[config.mk]
export PLATFORM = sky130hd
export DESIGN_NAME = codec_adc_rx
export DESIGN_NICKNAME = d
export VERILOG_FILES = /design/src/rtl/codec_adc_rx.sv
export SDC_FILE = /design/constraint.sdc
export NUM_CORES = 1
export LEC_CHECK = 0
export ABC_AREA = 1
export BUFFER_PORTS_ARGS = -buffer_cell sky130_fd_sc_hd__buf_2
export CORE_MARGIN = 2
export CORE_UTILIZATION = 45
export CTS_BUF_LIST = sky130_fd_sc_hd__clkbuf_4 sky130_fd_sc_hd__clkbuf_8
export DETAILED_ROUTE_END_ITERATION = 6
export PLACE_DENSITY_LB_ADDON = 0.12
export SYNTH_ARGS = -nofsm -noshare
export SYNTH_HDL_FRONTEND = slang
export SYNTH_SLANG_ARGS = --single-unit
[constraint.sdc]
create_clock -name sys_clk -period 5.77 [get_ports sys_clk]
set_input_delay 1.154 -clock sys_clk [delete_from_list [all_inputs] [get_ports sys_clk]]
set_output_delay 1.154 -clock sys_clk [all_outputs]
set_load 0.02 [all_outputs]
[src/rtl/codec_adc_rx.sv]
// WM8731 slave-mode ADC receiver: drives BCLK/ADCLRC, captures I2S ADCDAT, queues {left,right} words; push 1 cycle after last right bit, rd_data 1 cycle after rd_en.
// Full FIFO drops the newest word and sets ovf; with ADC_DROP_OLDEST_EN defined the oldest word is discarded instead.
module codec_adc_rx #(
  parameter int BCLK_DIV = 8,
  parameter int CH_BITS  = 16,
  parameter int FIFO_AW  = 4
) (
  input  logic               sys_clk,
  input  logic               sys_rst,
  input  logic               enable,
  output logic               adc_bclk,
  output logic               adc_lrc,
  input  logic               adc_dat,
  input  logic               rd_en,
  output logic [31:0]        rd_data,
  output logic               rd_valid,
  output logic               fifo_empty,
  output logic               fifo_full,
  output logic [FIFO_AW:0]   fifo_level,
  output logic               ovf,
  input  logic               ovf_clr
);
  localparam int DEPTH = 2 ** FIFO_AW;
  localparam int DW    = $clog2(BCLK_DIV);
  localparam logic [DW-1:0]    DIV_LAST = DW'(BCLK_DIV - 1);
  localparam logic [DW-1:0]    DIV_ONE  = DW'(1);
  localparam logic [5:0]       PUSH_BIT = 6'(32 + CH_BITS);
  localparam logic [4:0]       K_LAST   = 5'(CH_BITS);
  localparam logic [FIFO_AW:0] PTR_ONE  = (FIFO_AW + 1)'(1);

  logic [DW-1:0]      div_cnt;
  logic [5:0]         bit_cnt;
  logic               dat_s1, dat_s2;
  logic [CH_BITS-1:0] left_sr, right_sr;
  logic               push_req;
  logic               tick, rise;
  logic [4:0]         k;
  logic [31:0]        word;

  assign tick    = (div_cnt == DIV_LAST);
  assign rise    = tick && !adc_bclk;
  assign k       = bit_cnt[4:0];
  assign adc_lrc = bit_cnt[5];
  assign word    = 32'({left_sr, right_sr});

  always_ff @(posedge sys_clk or posedge sys_rst) begin
    if (sys_rst) begin
      dat_s1 <= 1'b0;
      dat_s2 <= 1'b0;
    end else begin
      dat_s1 <= adc_dat;
      dat_s2 <= dat_s1;
    end
  end

  // bit_cnt only advances on BCLK falls, so ADCLRC always moves on a falling edge.
  always_ff @(posedge sys_clk or posedge sys_rst) begin
    if (sys_rst) begin
      div_cnt  <= '0;
      adc_bclk <= 1'b0;
      bit_cnt  <= '0;
      left_sr  <= '0;
      right_sr <= '0;
      push_req <= 1'b0;
    end else if (!enable) begin
      div_cnt  <= '0;
      adc_bclk <= 1'b0;
      bit_cnt  <= '0;
      left_sr  <= '0;
      right_sr <= '0;
      push_req <= 1'b0;
    end else begin
      push_req <= rise && (bit_cnt == PUSH_BIT);
      if (tick) begin
        div_cnt  <= '0;
        adc_bclk <= !adc_bclk;
        if (adc_bclk) bit_cnt <= bit_cnt + 6'd1;
      end else begin
        div_cnt <= div_cnt + DIV_ONE;
      end
      // k=0 is the I2S one-bit delay slot; bits past CH_BITS are padding.
      if (rise && (k >= 5'd1) && (k <= K_LAST)) begin
        if (bit_cnt[5]) right_sr <= CH_BITS'({right_sr, dat_s2});
        else            left_sr  <= CH_BITS'({left_sr, dat_s2});
      end
    end
  end

  logic [31:0]      mem [DEPTH];
  logic [FIFO_AW:0] wr_ptr, rd_ptr;
  logic             push, pop, ovr, wr_acc, rd_adv;

  assign push       = push_req && enable;
  assign fifo_level = wr_ptr - rd_ptr;
  assign fifo_empty = (fifo_level == '0);
  assign fifo_full  = fifo_level[FIFO_AW];
  assign pop        = rd_en && !fifo_empty;
  assign ovr        = push && fifo_full && !pop;

`ifdef ADC_DROP_OLDEST_EN
  assign wr_acc = push;
  assign rd_adv = pop || ovr;
`else
  assign wr_acc = push && !ovr;
  assign rd_adv = pop;
`endif

  always_ff @(posedge sys_clk) begin
    if (wr_acc) mem[wr_ptr[FIFO_AW-1:0]] <= word;
  end

  always_ff @(posedge sys_clk or posedge sys_rst) begin
    if (sys_rst) begin
      wr_ptr   <= '0;
      rd_ptr   <= '0;
      rd_data  <= '0;
      rd_valid <= 1'b0;
      ovf      <= 1'b0;
    end else begin
      rd_valid <= pop;
      if (pop)    rd_data <= mem[rd_ptr[FIFO_AW-1:0]];
      if (wr_acc) wr_ptr  <= wr_ptr + PTR_ONE;
      if (rd_adv) rd_ptr  <= rd_ptr + PTR_ONE;
      if (ovr)          ovf <= 1'b1;
      else if (ovf_clr) ovf <= 1'b0;
    end
  end
endmodule

==> results of run 1 <==
## worst max-delay path, stage by stage (launching register included)
cell and delay (ns):
dfrtp_4 0.72, ha_1 0.24, inv_1 0.06, fa_1 0.44, or2_1 0.28, nor2_4 0.15, nand3_2 0.10, nor2_4 0.15
buf_2 0.19
## final timing paths
check	endpoint	slack, ns	cells past startpoint
max reg2reg	mem[3][25]	1.68	10
min reg2reg	dat_s2	0.36	0
min in group asynchronous	rd_data[16]	0.55	2
min	dat_s2	0.36	0
max	fifo_empty	1.60	8
max in group asynchronous	rd_data[0]	4.04	3
## through the flow
stage	hold slack [ns]	utilization, %	setup WS (ns)	cells	power, mW
3_5_place_dp	0.3524	47.24	1.586	3262	4.836
2_1_floorplan	0.3312	-	1.980	2555	4.808
5_1_grt	0.3722	51.13	1.413	3452	9.031
3_3_place_gp	0.3533	47.24	1.633	3262	4.834
4_1_cts	0.3652	51.13	1.510	3451	8.857
6_report	0.3630	51.13	1.595	3452	8.769
## cell families after synthesis
group	synth area share, %
and+or+nand+nor	22.88
DFF	68.10
xor gates and xnor gates	0.2033
AOI/OAI and AO/OA	0.8665
adders and majority gates	0.7551
buffers and inverters	7.203
## layer usage
layer  up-vias  track usage [%]  part of all wire (%)
li1       8307                -                     -
met1      8354            30.11                    44
met2       485            39.25                    49
met3       106            3.250                   4.9
met4         0            7.335                   2.3
met5         -                0                     0
## power breakdown
part	switching [mW]	internal, mW	leakage (nW)
Sequential	0.0116	4.67	6.72
Combinational	0.0486	0.0156	4.97
Clock	1.72	2.30	1.16
Total	1.78	6.99	12.9
## cell type report
type                       count  area, sq um
inverter                     322         1219
multi-input combinational   1512         6514
timing repair buffer          71        450.4
antenna                        1        2.502
clock buffer                 158         1968
sequential                   601        17610
fill                        5139        27660
tap                          756        945.9
clock inverter                31        231.5
## layout by cell type, fill, tap and decap left out, drive strengths merged
cell type,n
a21oi,7
buf,71
bufinv,3
clkbuf,158
clkinv,25
clkinvlp,3
dfrtp,89
diode,1
edfxtp,512
fa,1
ha,14
inv,322
nand2,1058
nand3,284
nand4,2
nor2,98
nor3,3
nor3b,1
o21ai,37
or2,1
xor2,6
## state kept, by name, indices dropped and copies added (netlist names), 3 cells and up
name / count
mem: 512
rd_data: 32
left_sr: 16
right_sr: 16
bit_cnt: 6
rd_ptr: 5
wr_ptr: 5
div_cnt: 3
==> reports/metrics.cfg, run 1 <==
[status]
status=finished, final reports clean

[synthesis]
synthTopCellsByArea=edfxtp_1 59%, nand2_1 15%, dfrtp_1 8.6%
synth.top_cells.by_count=1049 x nand2_1, 512 x edfxtp_1, 315 x inv_1
avgSynthCellArea_sq_um=10.12
synth-seq-cells=601
async_flop_share_pct=14.81
yosysWarnings=0
yosysTopAreaCell=edfxtp_1
syn_area_sq_mm=0.02585
netlist.area_leader.share_pct=59.48
syn_nets=2576
synth_edf_count=512
synth.distinct_cells=31
synthesis.instances=2555
ys_seq_area_share_pct=68.10
synth_ff_type=edfxtp_1
synth.most_common_cell=nand2_1

[setup_path]
cp-startpoint=rd_ptr[0]
cp-start-kind=flip-flop
path_max_fanout=39
crit_arrival_ns=3.02
worstPathRequired_ns=4.62
r2r_start=rd_ptr[0]
path_class=flip-flop to primary output
endpoint_kind=primary output

[floorplan]
die_w_um=243.7
dieArea_sq_mm=0.05938
core-area_sq_mm=0.05660
rows=87
initial_core_util_pct=45.67
io_pins=49
die_h_um=243.7

[clocking]
cts_buffers=101
post-cts-setup-buffers=0
cts_tree=built
cts.repair.resized=0
cts.sinks=601
clockRootBuffer=clkbuf_8
cts_max_level=3
cts_hold_buf=0
clkLatencyLatePin_ns=0.70
clockBufferDepth=3
cts.reportedPaths.clkPinSlew_ns=0.06

[run]
drv_cap=0

[routing]
routed_wl_um=67070
drt_iter0_drc=1225
first_pass_iters=5
via_per_inst=4.998
vias=17250
drtAntennaViolNets=0
drcViolationCount=0
wl_per_cell_um=19.43

[power]
power-per-cell-area_mw_per_mm2=303.0
irDropWorstVdd_uv=208.7
leakage_nw=12.86

[final_layout]
area_growth_pct=11.97
fin_area_sq_mm=0.02894
final_nets=2630
drive_gt1_share_pct=10.98

[sta]
setup_viol=0
fmax_mhz=239.5
rsz0062_at_grt=false
worstMarginPinSlew_ns=1.233
drv_slew=0
final.setup_skew_ns=0.02690
fin_tns_setup_ns=0
fin_crit_ns=4.175
hold_viol=0
finalCritPeriodShare_pct=72.35
slew_headroom_pct=17.57

[place]
dp_hpwl_um=38300
placedInstanceArea_sq_mm=0.02674
io_buffers=48
place_congestion=0.8155

[min_path]
holdCritStartpoint=dat_s1
min_path_type=flip-flop to flip-flop

[global_routing]
grt_max_degree=182
grt-ovfl-total=0
grt_pass1_wl_um=102300
gr-usage-all-layers_pct=22.90
grt_pass1_vias=16960
antenna_found_initial=1

No activity file was read; power rests on OpenSTA's default activity.
==> run 2, diff against run 1 <==
==> constraint.sdc (replaced) <==
create_clock -name sys_clk -period 4.1 [get_ports sys_clk]
set_input_delay 0.82 -clock sys_clk [delete_from_list [all_inputs] [get_ports sys_clk]]
set_output_delay 0.82 -clock sys_clk [all_outputs]
set_load 0.02 [all_outputs]
==> run 2 against run 1 <==
Effect of this change:
- highest routed layer unchanged
- cell count grew 0.55%
- worst setup slack got worse by 1.1 ns
- die area unchanged
- via count fell by 0.48%
==> reports/metrics.cfg, run 2 (synthesis results as in run 1) <==
[sta]
setup_viol=0  ; unchanged
fmax_mhz=274.2
slew_headroom_pct=20.85  ; +3.3 points
drv_slew=0  ; unchanged
final.setup_skew_ns=0.02709  ; +0.0001867 ns
setup_slack_ns=0.4528  ; -1.143 ns
rsz0062_at_grt=false
finalCritPeriodShare_pct=88.96
hold_viol=0  ; unchanged
worstMarginPinSlew_ns=1.187  ; -0.04629 ns
fin_crit_ns=3.647
fin_tns_setup_ns=0  ; unchanged
whs_ns=0.2013  ; -0.1616 ns

[setup_path]
cp-startpoint=wr_ptr[0]
reg2reg_slack_ns=0.74  ; -0.94 ns
path_max_fanout=5  ; -87%
cp_slowest_stage_delay_ns=0.43  ; -0.29 ns
reg2regPathDepth=12  ; +2
path_depth=9  ; +1
cp-start-kind=flip-flop
cp_top_family=simple AND/OR/NAND/NOR gates
endpoint_kind=primary output
cp_cell_sequence=inv_1 > ha_1 > inv_1 > fa_1 > or2_1 > nor2_4 > nand3_2 > nor2_4 > buf_2
worstPathRequired_ns=3.28  ; -1.34 ns
r2r_start=wr_ptr[0]
timing.critical_path.buf_inv=3  ; +1
path_class=flip-flop to primary output
slowest_stage=fa_1
reg2reg_to=mem[11][22]
endpoint=fifo_empty
crit_arrival_ns=2.83  ; -0.19 ns

[clocking]
cts.sinks=601  ; unchanged
cts_max_level=3  ; unchanged
cts_buffers=101  ; unchanged
cts_hold_buf=0  ; unchanged
cts.reportedPaths.clkPinSlew_ns=0.06  ; about the same
clockRootBuffer=clkbuf_8
cts_tree=built
clockBufferDepth=3  ; unchanged
post-cts-setup-buffers=0  ; unchanged
clkLatencyLatePin_ns=0.70  ; about the same
cts.repair.resized=0  ; unchanged

[place]
dp_hpwl_um=33400  ; -13%
dp.cells=3278  ; +0.49%
io_buffers=48  ; unchanged
placedInstanceArea_sq_mm=0.02697  ; +0.87%
place_congestion=0.7962  ; -2.4%
pre_cts_slack_ns=0.7635  ; -0.8229 ns

[routing]
drcViolationCount=0  ; unchanged
vias=17170  ; -0.48%
routed_wl_um=65310  ; -2.6%
wl_per_cell_um=18.81  ; -3.2%
via_per_inst=4.947  ; -1.0%
drtAntennaViolNets=0  ; unchanged
drt_iter0_drc=1406  ; +15%
first_pass_iters=5  ; unchanged

[global_routing]
gr-usage-all-layers_pct=22.23  ; -0.67 points
grt_max_degree=219  ; +20%
grt_pass1_wl_um=100000  ; -2.2%
antenna_found_initial=1  ; unchanged
grt_pass1_vias=16890  ; -0.41%
grt-ovfl-total=0  ; unchanged

[final_layout]
final_nets=2646  ; +0.61%
stdcell_count=3471  ; +0.55%
area_growth_pct=12.78
layout_commonest_cell=nand2_1
drive_gt1_share_pct=11.72  ; +0.73 points
largest_reg_flops=512  ; unchanged
final_cell_mix=1049 x nand2_1, 512 x edfxtp_1, 312 x inv_1
fin_area_sq_mm=0.02915  ; +0.73%
post-route-util_pct=51.50  ; +0.37 points

[power]
irDropWorstVdd_uv=236.3  ; +13%
leakage_nw=12.95  ; +0.71%
power-per-cell-area_mw_per_mm2=420.5  ; +39%
total_power_mw=12.26  ; +40%

[run]
drv_cap=0  ; unchanged

[min_path]
min_path_type=primary input to asynchronous set/reset pin

[floorplan]
io_pins=49  ; unchanged
initial_core_util_pct=45.67  ; unchanged
dieArea_sq_mm=0.05938  ; unchanged
core-area_sq_mm=0.05660  ; unchanged
die_w_um=243.7  ; unchanged
die_h_um=243.7  ; unchanged
rows=87  ; unchanged

[status]
status=finished, final reports clean

-- run 2: changes by cell type in the layout (fill, tap and decap cells not counted) --
cell	change
clkbuf_8	-3
bufinv_16	-2
clkbuf_4	+9
buf_12	+9
inv_6	+2
clkinv_1	-3
inv_8	-1
clkinv_8	+1
buf_4	+7
-- run 2: worst min path at each step --
stage / end / depth (start not counted)
2_1_floorplan: dat_s2 / 0
3_3_place_gp: dat_s2 / 0
3_5_place_dp: dat_s2 / 0
4_1_cts: rd_data[20] / 2
5_1_grt: dat_s1 / 1
6_report: rd_data[16] / 2
-- run 2: metal layers --
| layer | share of wire [%] | vias up | global-route usage, % | routed length (um) |
|---|---|---|---|---|
| li1 | - | 8347 | - | - |
| met1 | 45 | 8288 | 30.40 | 29160 |
| met2 | 48 | 448 | 36.28 | 31180 |
| met3 | 5.3 | 87 | 3.371 | 3443 |
| met4 | 2.3 | 0 | 7.765 | 1528 |
| met5 | 0 | - | 0 | 0 |
-- run 2: power by group --
| group | switching (mW) | total, mW | internal [mW] |
|---|---|---|---|
| combinational | 0.0736 | 0.0968 | 0.0232 |
| clock | 2.42 | 5.57 | 3.15 |
| sequential | 0.0148 | 6.59 | 6.57 |
| total | 2.51 | 12.3 | 9.74 |
-- run 2: cell type report --
type	count	area, sq um
repair buffers	87	683.2
fillers	5167	27450
diodes	1	2.502
multi-input cells	1512	6514
clock inverters	28	182.7
flip-flops and latches	601	17610
inverters	322	1219
well taps	756	945.9
clock buffers	164	1994
